==> src/rtl/lr_car_detector_pkg.sv <==
// Shared definitions for the local-road car detector: service FSM encoding and default sizing,
// reused by the traffic light controller bench.
package lr_car_detector_pkg;

  typedef enum logic {
    IDLE  = 1'b0,
    SERVE = 1'b1
  } svc_state_t;

  localparam int DEF_DEB_CYCLES    = 4;
  localparam int DEF_DEPART_CYCLES = 10;
  localparam int DEF_CNT_W         = 4;

endpackage

==> src/rtl/lr_car_detector_debounce_sync.sv <==
// Two-flop synchronizer plus run-length debouncer for the loop sensor.
// stable changes only after DEB_CYCLES consecutive differing samples; rise pulses one cycle per debounced rising edge.
module lr_car_detector_debounce_sync #(
  parameter int DEB_CYCLES = 4
) (
  input  logic clk,
  input  logic rst_n,
  input  logic sensor_raw,
  output logic stable,
  output logic rise
);

  localparam int DW = $clog2(DEB_CYCLES);

  logic          sync1;
  logic          s;
  logic          stable_d;
  logic [DW-1:0] deb_cnt;

  always_ff @(posedge clk or negedge rst_n) begin
    if (!rst_n) begin
      sync1    <= 1'b0;
      s        <= 1'b0;
      stable   <= 1'b0;
      stable_d <= 1'b0;
      deb_cnt  <= '0;
    end else begin
      sync1    <= sensor_raw;
      s        <= sync1;
      stable_d <= stable;
      // Any sample agreeing with the current level aborts a pending change.
      if (s == stable) begin
        deb_cnt <= '0;
      end else if (deb_cnt == DW'(DEB_CYCLES - 1)) begin
        stable  <= s;
        deb_cnt <= '0;
      end else begin
        deb_cnt <= deb_cnt + DW'(1);
      end
    end
  end

  assign rise = stable & ~stable_d;

endmodule

==> src/rtl/lr_car_detector.sv <==
// Local-road car detector: counts debounced arrivals and retires one car per DEPART_CYCLES green cycles.
// lr_has_car and car_count come straight from registers; overflow is sticky until reset.
module lr_car_detector
  import lr_car_detector_pkg::*;
#(
  parameter int DEB_CYCLES    = DEF_DEB_CYCLES,
  parameter int DEPART_CYCLES = DEF_DEPART_CYCLES,
  parameter int CNT_W         = DEF_CNT_W
) (
  input  logic             clk,
  input  logic             rst_n,
  input  logic             sensor_raw,
  input  logic             lr_green,
  output logic             lr_has_car,
  output logic [CNT_W-1:0] car_count,
  output logic             overflow
);

  localparam int               DPW     = $clog2(DEPART_CYCLES);
  localparam logic [CNT_W-1:0] CNT_MAX = '1;

  svc_state_t       state, state_next;
  logic [DPW-1:0]   dep_cnt, dep_next;
  logic [CNT_W-1:0] count_next;
  logic             stable;
  logic             arrive;
  logic             depart;
  logic             ovf_set;

  lr_car_detector_debounce_sync #(
    .DEB_CYCLES(DEB_CYCLES)
  ) u_deb (
    .clk       (clk),
    .rst_n     (rst_n),
    .sensor_raw(sensor_raw),
    .stable    (stable),
    .rise      (arrive)
  );

  always_comb begin
    count_next = car_count;
    ovf_set    = 1'b0;
    depart     = (state == SERVE) && lr_green && (dep_cnt == DPW'(DEPART_CYCLES - 1));
    if (arrive && !depart) begin
      if (car_count == CNT_MAX) ovf_set = 1'b1;
      else                      count_next = car_count + CNT_W'(1);
    end else if (depart && !arrive) begin
      count_next = car_count - CNT_W'(1);
    end
  end

  always_comb begin
    state_next = state;
    dep_next   = dep_cnt;
    case (state)
      IDLE: begin
        dep_next = '0;
        // The entry cycle is itself a green cycle, so the timer starts at one.
        if (lr_green && (car_count != '0)) begin
          state_next = SERVE;
          dep_next   = DPW'(1);
        end
      end
      SERVE: begin
        if (!lr_green || (count_next == '0)) begin
          state_next = IDLE;
          dep_next   = '0;
        end else if (depart) begin
          dep_next = '0;
        end else begin
          dep_next = dep_cnt + DPW'(1);
        end
      end
      default: begin
        state_next = IDLE;
        dep_next   = '0;
      end
    endcase
  end

  always_ff @(posedge clk or negedge rst_n) begin
    if (!rst_n) begin
      state     <= IDLE;
      dep_cnt   <= '0;
      car_count <= '0;
      overflow  <= 1'b0;
    end else begin
      state     <= state_next;
      dep_cnt   <= dep_next;
      car_count <= count_next;
      if (ovf_set) overflow <= 1'b1;
    end
  end

  assign lr_has_car = (car_count != '0);

endmodule

==> config.mk <==
export PLATFORM = sky130hd
export DESIGN_NAME = lr_car_detector
export DESIGN_NICKNAME = d
export VERILOG_FILES = /design/src/rtl/lr_car_detector_pkg.sv /design/src/rtl/lr_car_detector_debounce_sync.sv /design/src/rtl/lr_car_detector.sv
export SDC_FILE = /design/constraint.sdc
export NUM_CORES = 1
export LEC_CHECK = 0
export CAP_MARGIN = 25
export CORE_ASPECT_RATIO = 2
export CORE_UTILIZATION = 25
export CTS_CLUSTER_DIAMETER = 150
export DETAILED_ROUTE_END_ITERATION = 10
export GPL_TIMING_DRIVEN = 0
export SYNTH_ARGS = -nofsm -noshare
export SYNTH_HDL_FRONTEND = slang
export SYNTH_SLANG_ARGS = --single-unit
export TNS_END_PERCENT = 5
==> constraint.sdc <==
create_clock -name clk -period 2.3 [get_ports clk]
set_input_delay 0.575 -clock clk [delete_from_list [all_inputs] [get_ports clk]]
set_output_delay 0.575 -clock clk [all_outputs]
set_load 0.01 [all_outputs]
==> run summary, run 1 <==
status = finished with violations
violated checks = design-rule violations
Mapped Cells = 75
post-synthesis sequential area ratio = 46.2%
Synth top area share = 46.2%
synthesized-area fraction occupied by adder cells = 7.23%
die width = 43.6 um
ys async rst share = 100%
crit path DAT = 2.31 ns
Clock Pin Slew Worst Setup and Hold Paths = 0.06 ns
number of synthesized flops with an enable pin = 0
placed insts = 115
Post-Route WL = 1670 um
vias in the first global route = 632
Critical Path Max Stage Delay = 0.45 ns
FMAX = 458 MHz
mux contribution to synthesized area = 2.60%
Crit Path Class = input pin to flop
Worst path slowest cell = clkdlybuf4s50_1
Post-DP HPWL = 1260 um
Setup WS pre-CTS = -0.179 ns
Crit. End Element = flop
initial antenna violation count = 0
CP Launch Type = input pin
All-Layer GR Usage = 11.0%
Post-synth top flop = dfrtp_1
peak supply drop = 0.467 mV
share of cells above drive strength 1 = 23.0%
fraction of the mapped netlist area in simple logic gates = 19.9%
n_diodes = 0
Max Clock Skew = 0.00480 ns
Compound-Gate Fraction of Synth Area = 18.6%
leakage power = 0.440 nW
cts hold-fix bufs = 0
clock root cell = clkbuf_8
worst relative slew slack = 52.6%
TritonCTS clock tree = built
FF+latch count, synth = 16
iteration-0 DRC count of the detailed router = 13
synthesis warning total = 0
largest family of logic cells by synthesized area = simple AND/OR/NAND/NOR gates
crit path max fanout = 5
H-tree Lvls = 1
DR DRC count = 2
synth unique cells = 34
Num CTS Buffers = 3
Worst-Margin Slew = 0.708 ns
area grow syn2layout = 21.1%
setup TNS = 0 ns
post-synth net total = 84
pwr dens = 1200 mW/mm^2
CP Cell Sequence = clkdlybuf4s50_1, and2_2, a21oi_2, nand3b_1, a31o_2, o311ai_4, nor2_1
average size of a mapped cell = 11.5 sq um
hold slack = 0.352 ns
setup bufs post-CTS = 0
Buffers on Ports = 9
Worst-Skew Late Latency = 0.25 ns
die height = 85.2 um
total gr overflow = 0
Finished Layout Cells = 118
vias per inst = 5.17
largest net degree at the start of global routing = 17
most common cell in the netlist = dfrtp_1
cell accounting for the most synthesized area = dfrtp_1
Die Area = 0.00372 sq mm
Hold WC Path Type = flop to flop
routability cong. = 0.753
Initial Util = 26.8%
Routed Antenna Nets = 0
total power = 1.26 mW
Final min period = 2.18 ns
Max-cap violations = 0
Top-Level Pins = 10
Commonest cells post-synth = dfrtp_1 (16), nor2_1 (9), ha_1 (5)
Pre-antenna DRT Iters = 7
xor/xnor share of the synthesized area = 4.05%
RSZ-0062 raised after global routing = no
routed wire length per instance = 14.2 um
first-pass GRT wire length = 3050 um
Vias = 610
Area contributors post-synth = dfrtp_1 (46%), ha_1 (7.2%), nor2_1 (3.9%)
max-slew violation count = 0
Fin. Hold Viols = 0
WP data required = 2.43 ns
period utilization = 94.9%
Core ar. = 0.00323 sq mm
site row count = 29
Final setup violation count = 0
Final WS setup = 0.118 ns
Post-Syn Area = 866 sq um
clock tree buffer depth = 2
TritonCTS Sinks = 16
layout net count = 98
-- kinds of logic (layout without fill, tap and decap cells) --
logic type / count (synthesis) / in the layout
compound gates: 17 / 17
xor+xnor: 4 / 4
fa+ha+maj: 5 / 5
flops: 16 / 16
simple gates: 28 / 28
mux: 2 / 2
buf+inv: 3 / 15
-- what timing repair did --
item                                    CTS  global route
gates resized for setup                   1             3
pin swaps                                 0             0
endpoints found under the setup margin    1             4
-- registers in the layout, indices dropped and copies added, names as in the netlist --
signal          flops
u_deb.stable        1
overflow            1
u_deb.stable_d      1
u_deb.s             1
dep_cnt             4
car_count           4
state               1
u_deb.sync1         1
u_deb.deb_cnt       2
-- path summary, 6_finish.rpt --
check                              from      endpoint  slack (ns)  depth (start not counted)
max                            lr_green    dep_cnt[3]        0.12                          7
min                         u_deb.sync1       u_deb.s        0.35                          0
max reg2reg                car_count[0]    dep_cnt[3]        0.18                          7
min reg2reg                 u_deb.sync1       u_deb.s        0.35                          0
max in group asynchronous         rst_n  car_count[1]        1.05                          1
min in group asynchronous         rst_n    dep_cnt[1]        0.75                          1
-- where the power goes --
| part | total [mW] | internal, mW | switching, mW |
|---|---|---|---|
| registers | 0.491 | 0.376 | 0.115 |
| clock network | 0.206 | 0.116 | 0.0899 |
| logic | 0.561 | 0.274 | 0.287 |
| total | 1.26 | 0.766 | 0.492 |
-- metrics by stage --
step / utilization (%) / area [sq um]
finish: 32.5 / 1050
global route: 32.5 / 1050
CTS: 32.1 / 1040
detailed placement: 30.8 / 995
global placement: 30.8 / 995
floorplan: - / 866
-- layout make-up --
type                    instances  area (sq um)
clock buffers                   3          41.3
fillers                       326          2180
inverters                       3          11.3
multi-input cells              56           462
flip-flops and latches         16           403
well taps                      31          38.8
repair buffers                  9          92.6
-- worst max-delay path: cells and delay by family --
family | cells | cell delay, ns
buf+inv | 1 | 0.45
simple gates | 3 | 0.44
compound gates | 3 | 0.83
-- per-layer routing --
metal  wire, um  global-route usage, %
met1        645                   12.9
met4         51                   6.82
met5          0                      0
met3         69                   1.28
met2        903                   18.2
-- cell usage in the layout, fill, tap and decap left out, drive strengths merged, types with 2 or more instances in the layout --
cell / synthesis / final
nand4: 2 / 2
o21ai: 3 / 3
a21oi: 4 / 4
clkbuf: 0 / 3
dfrtp: 16 / 16
nor2b: 2 / 2
ha: 5 / 5
xnor2: 3 / 3
nand2: 2 / 2
mux2: 2 / 2
o311ai: 2 / 2
nor3: 4 / 4
nand3b: 3 / 3
clkdlybuf4s50: 0 / 8
nor2: 9 / 9
inv: 3 / 3
(Power assumes the default switching activity.)
==> inputs of run 2 (changes only) <==
--- a/config.mk
+++ b/config.mk
@@ -5,12 +5,13 @@
 export SDC_FILE = /design/constraint.sdc
 export NUM_CORES = 1
 export LEC_CHECK = 0
-export CAP_MARGIN = 25
+export CAP_MARGIN = 20
 export CORE_ASPECT_RATIO = 2
 export CORE_UTILIZATION = 25
 export CTS_CLUSTER_DIAMETER = 150
 export DETAILED_ROUTE_END_ITERATION = 10
-export GPL_TIMING_DRIVEN = 0
+export GPL_TIMING_DRIVEN = 1
+export PLACE_DENSITY = 0.41
 export SYNTH_ARGS = -nofsm -noshare
 export SYNTH_HDL_FRONTEND = slang
 export SYNTH_SLANG_ARGS = --single-unit
==> run summary, run 2 (synthesized netlist as in run 1, its figures left out) <==
Buffers on Ports = 9
Clock Pin Slew Worst Setup and Hold Paths = 0.06 ns
PostCTS Resize Cnt = 0
Core ar. = 0.00323 sq mm
worst r2r src = dep_cnt[0]
n_diodes = 0
CP Capture Point = lr_has_car
Worst-Skew Late Latency = 0.25 ns
Max-cap violations = 0
Post-DP HPWL = 1520 um
die height = 85.2 um
Pint = 0.846 mW
Final WS setup = 0.0856 ns
max-slew violation count = 0
DR DRC count = 1
Cell Area, Placed = 0.00105 sq mm
Regs by FF count = car_count: 4 flops, dep_cnt: 4 flops, u_deb.deb_cnt: 2 flops
cts hold-fix bufs = 0
crit path max fanout = 5
vias in the first global route = 670
Top-Level Pins = 10
WP data required = 1.73 ns
reg2reg end = dep_cnt[3]
H-tree Lvls = 1
sequential share of power = 34.8%
Setup WS pre-CTS = -0.105 ns
largest net degree at the start of global routing = 17
Final Util = 34.4%
total power = 1.36 mW
setup bufs post-CTS = 0
CP Launch Type = flop
first-pass GRT wire length = 3230 um
total gr overflow = 0
fill cell total of the finished layout = 325
Worst Setup SP = car_count[0]
Comb pwr share = 46.6%
period utilization = 96.3%
RSZ-0062 raised after global routing = no
Hold WC Path Type = flop to flop
placed insts = 123
Num CTS Buffers = 3
Pre-antenna DRT Iters = 7
site row count = 29
crit path DAT = 1.64 ns
worst relative slew slack = 79.4%
status = finished with violations
Vias = 639
Initial Util = 26.8%
Clock power frac = 18.5%
leakage power = 0.487 nW
Routed Antenna Nets = 0
clock tree buffer depth = 2
routability cong. = 0.915
share of cells above drive strength 1 = 29.2%
layout net count = 106
TritonCTS clock tree = built
die width = 43.6 um
Crit Path Class = flop to output port
Post-Route WL = 1900 um
Crit. End Element = output port
post-route cell area = 0.00111 sq mm
worst reg2reg path depth = 7
FMAX = 452 MHz
violated checks = design-rule violations
pwr dens = 1230 mW/mm^2
Max Clock Skew = 0.00579 ns
area grow syn2layout = 28.3%
Die Area = 0.00372 sq mm
vias per inst = 5.03
Fin. Hold Viols = 0
TritonCTS Sinks = 16
routed wire length per instance = 15.0 um
Finished Layout Cells = 127
All-Layer GR Usage = 12.1%
Final setup violation count = 0
Switching Share = 37.8%
setup TNS = 0 ns
iteration-0 DRC count of the detailed router = 8
Worst-Margin Slew = 0.307 ns
Reg2Reg Setup Slack = 0.26 ns
clock root cell = clkbuf_8
Psw = 0.515 mW
Final min period = 2.21 ns
most frequent cells in the layout = dfrtp_1 (15), nor2_1 (9), clkdlybuf4s50_1 (9)
commonest non-fill, non-tap cell in the layout = dfrtp_1
hold slack = 0.356 ns
initial antenna violation count = 0
peak supply drop = 0.558 mV
==> run 2: area by class of cell <==
type	count	area, sq um	share of cell area [%]
Timing Repair Buffer	17	150	13.5
Clock buffer	4	55.1	4.95
Inverter	3	11.3	1.01
Multi-Input combinational cell	56	454	40.9
Tap cell	31	38.8	3.49
Sequential cell	16	402	36.1
==> run 2: critical path, cell delays in order (launching register included) <==
cell and delay [ns]:
dfrtp_1 0.43, inv_1 0.06, ha_1 0.23, nand2_1 0.12, clkdlybuf4s50_1 0.55
==> run 2: how the worst min path moves through the flow <==
stage,from,endpoint,cells past startpoint
floorplan,rst_n,car_count[0],0
global placement,u_deb.sync1,u_deb.s,0
detailed placement,u_deb.sync1,u_deb.s,0
CTS,u_deb.sync1,u_deb.s,0
global route,u_deb.sync1,u_deb.s,0
finish,u_deb.sync1,u_deb.s,0
==> run 2: layer usage <==
metal	part of all wire, %	vias up	wire length [um]	global-route usage [%]
met3	2.4	4	46	2.98
met5	0	-	0	0
met2	56	13	1070	20.2
li1	-	317	-	-
met1	38	305	731	13.0
met4	2.5	0	48	7.67
==> run 2: power groups by stage <==
stage	clock network, mW	logic, mW	registers (mW)
2_1_floorplan	0	0.368	0.486
3_3_place_gp	0	0.648	0.479
4_1_cts	0.264	0.649	0.474
3_5_place_dp	0	0.644	0.480
6_report	0.252	0.635	0.474
5_1_grt	0.273	0.704	0.491
==> inputs of run 3 (changes only) <==
--- a/config.mk
+++ b/config.mk
@@ -11,8 +11,10 @@
 export CTS_CLUSTER_DIAMETER = 150
 export DETAILED_ROUTE_END_ITERATION = 10
 export GPL_TIMING_DRIVEN = 1
+export MAX_ROUTING_LAYER = met4
 export PLACE_DENSITY = 0.41
 export SYNTH_ARGS = -nofsm -noshare
 export SYNTH_HDL_FRONTEND = slang
+export SYNTH_HIERARCHICAL = 1
 export SYNTH_SLANG_ARGS = --single-unit
 export TNS_END_PERCENT = 5
==> run summary, run 3 <==
Compound-Gate Fraction of Synth Area = 19.1%
xor/xnor share of the synthesized area = 3.78%
DR DRC count = 0
Worst-Margin Slew = 0.347 ns
crit path max fanout = 5
Synth top area share = 43.2%
All-Layer GR Usage = 13.9%
area grow syn2layout = 32.8%
synthesized-area fraction occupied by adder cells = 6.76%
TritonCTS clock tree = built
Crit. End Element = flop
leakage power = 0.529 nW
vias in the first global route = 819
most common cell in the netlist = dfrtp_1
crit path DAT = 2.28 ns
ys async rst share = 100%
H-tree Lvls = 1
total power = 1.51 mW
Initial Util = 25.9%
Num CTS Buffers = 3
initial antenna violation count = 0
Max Clock Skew = 0.00293 ns
fill cell total of the finished layout = 395
RSZ-0062 raised after global routing = no
largest family of logic cells by synthesized area = simple AND/OR/NAND/NOR gates
site row count = 31
synthesis warning total = 6
CP Launch Type = input pin
fraction of the mapped netlist area in simple logic gates = 20.1%
FF+latch count, synth = 16
Clock Pin Slew Worst Setup and Hold Paths = 0.06 ns
most frequent cells in the layout = dfrtp_1 (14), buf_4 (13), clkdlybuf4s50_1 (8)
worst relative slew slack = 76.7%
Hold WC Path Type = flop to flop
Regs by FF count = car_count: 4 flops, dep_cnt: 4 flops, u_deb/deb_cnt: 2 flops
TritonCTS Sinks = 16
die height = 88.1 um
cts hold-fix bufs = 0
number of synthesized flops with an enable pin = 0
Worst-Skew Late Latency = 0.25 ns
clock root cell = clkbuf_8
Final setup violation count = 0
Core ar. = 0.00357 sq mm
Post-synth top flop = dfrtp_1
WP data required = 2.43 ns
commonest non-fill, non-tap cell in the layout = dfrtp_1
first-pass GRT wire length = 3860 um
share of cells above drive strength 1 = 28.2%
Max-cap violations = 0
Fin. Hold Viols = 0
Crit Path Class = input pin to flop
Pre-antenna DRT Iters = 5
max-slew violation count = 0
Mapped Cells = 85
Vias = 751
largest net degree at the start of global routing = 17
Area contributors post-synth = dfrtp_1 (43%), ha_1 (6.8%), mux2i_1 (3.2%)
routed wire length per instance = 13.9 um
Post-Syn Area = 926 sq um
cell accounting for the most synthesized area = dfrtp_1
synth unique cells = 37
FMAX = 465 MHz
Final WS setup = 0.151 ns
die width = 45.0 um
Die Area = 0.00397 sq mm
status = complete, no violations
Final min period = 2.15 ns
layout net count = 120
Post-DP HPWL = 1780 um
Post-Route WL = 2210 um
peak supply drop = 0.532 mV
total gr overflow = 0
period utilization = 93.4%
average size of a mapped cell = 10.9 sq um
vias per inst = 4.72
mux contribution to synthesized area = 4.46%
Setup WS pre-CTS = -0.141 ns
routability cong. = 0.787
clock tree buffer depth = 2
Buffers on Ports = 9
Routed Antenna Nets = 0
Top-Level Pins = 10
n_diodes = 0
post-synthesis sequential area ratio = 43.2%
Commonest cells post-synth = dfrtp_1 (16), nand2_1 (6), nor2_1 (6)
pwr dens = 1230 mW/mm^2
post-synth net total = 94
iteration-0 DRC count of the detailed router = 19
run 3: cell types whose count changed after synthesis, sizes merged, moves of 2 or more:
cell | before | now
mux2i | 0 | 3
nand4 | 2 | 0
o311ai | 2 | 0
nand2 | 2 | 7
o21bai | 0 | 2
nor2 | 9 | 6
a31oi | 0 | 2
a211oi | 1 | 3
inv | 3 | 5
nand3 | 1 | 4
run 3: power by group:
part	leakage (nW)	switching, mW	internal [mW]
sequential	0.193	0.0902	0.380
clock	0.0288	0.0964	0.152
combinational	0.307	0.391	0.404
run 3: final cells by class:
cell class	instances	area, sq um	share of cell area (%)
Clock buffer	4	55.1	4.48
Timing Repair Buffer	22	190	15.5
Sequential cell	16	403	32.8
Inverter	5	18.8	1.53
Multi-Input combinational cell	63	502	40.8
Tap cell	49	61.3	4.98
run 3: stage by stage:
step | util [%] | hold slack [ns] | cell area (sq um) | cells | TNS (ns)
2_1_floorplan | - | 0.279 | 926 | 85 | 0
3_3_place_gp | 32.2 | 0.340 | 1150 | 152 | -0.199
3_5_place_dp | 32.2 | 0.345 | 1150 | 152 | -0.171
4_1_cts | 33.7 | 0.349 | 1200 | 156 | 0
5_1_grt | 34.5 | 0.363 | 1230 | 159 | 0
6_report | 34.5 | 0.348 | 1230 | 159 | 0
run 3: per-layer routing:
metal | up-vias | track usage (%) | wire length (um)
li1 | 360 | - | -
met1 | 367 | 16.1 | 870
met2 | 14 | 21.6 | 1200
met3 | 10 | 2.27 | 53
met4 | 0 | 8.26 | 85
met5 | - | - | 0
run 3: what timing repair did:
item,CTS,global route
setup buffers,0,3
hold endpoints to repair,0,0
cloned,0,0
endpoints found under the setup margin,1,1
resized for setup,1,2
pin swaps,0,0
run 3: critical path, cell delays in order:
cell and delay [ns]:
clkdlybuf4s50_1 0.52, nand2_2 0.11, o21ai_1 0.24, mux2i_1 0.34
a221oi_4 0.11, a2111oi_2 0.39
run 3: worst paths after layout:
| kind | slack (ns) | cells past startpoint | end | startpoint |
|---|---|---|---|---|
| worst max-delay path | 0.15 | 6 | dep_cnt[1] | lr_green |
| worst min-delay path | 0.35 | 0 | u_deb/s | u_deb/sync1 |
| worst max register to register | 0.18 | 8 | state | dep_cnt[1] |
| worst min register to register | 0.35 | 0 | u_deb/s | u_deb/sync1 |
| max in group asynchronous | 1.45 | 2 | car_count[1] | rst_n |
| min in group asynchronous | 0.65 | 2 | dep_cnt[1] | rst_n |
run 3: cells by family after synthesis:
| group | Yosys count |
|---|---|
| buffers and inverters | 6 |
| and+or+nand+nor | 30 |
| adders and majority gates | 5 |
| xor gates and xnor gates | 4 |
| muxes | 4 |
| DFF | 16 |
| AOI/OAI and AO/OA | 20 |
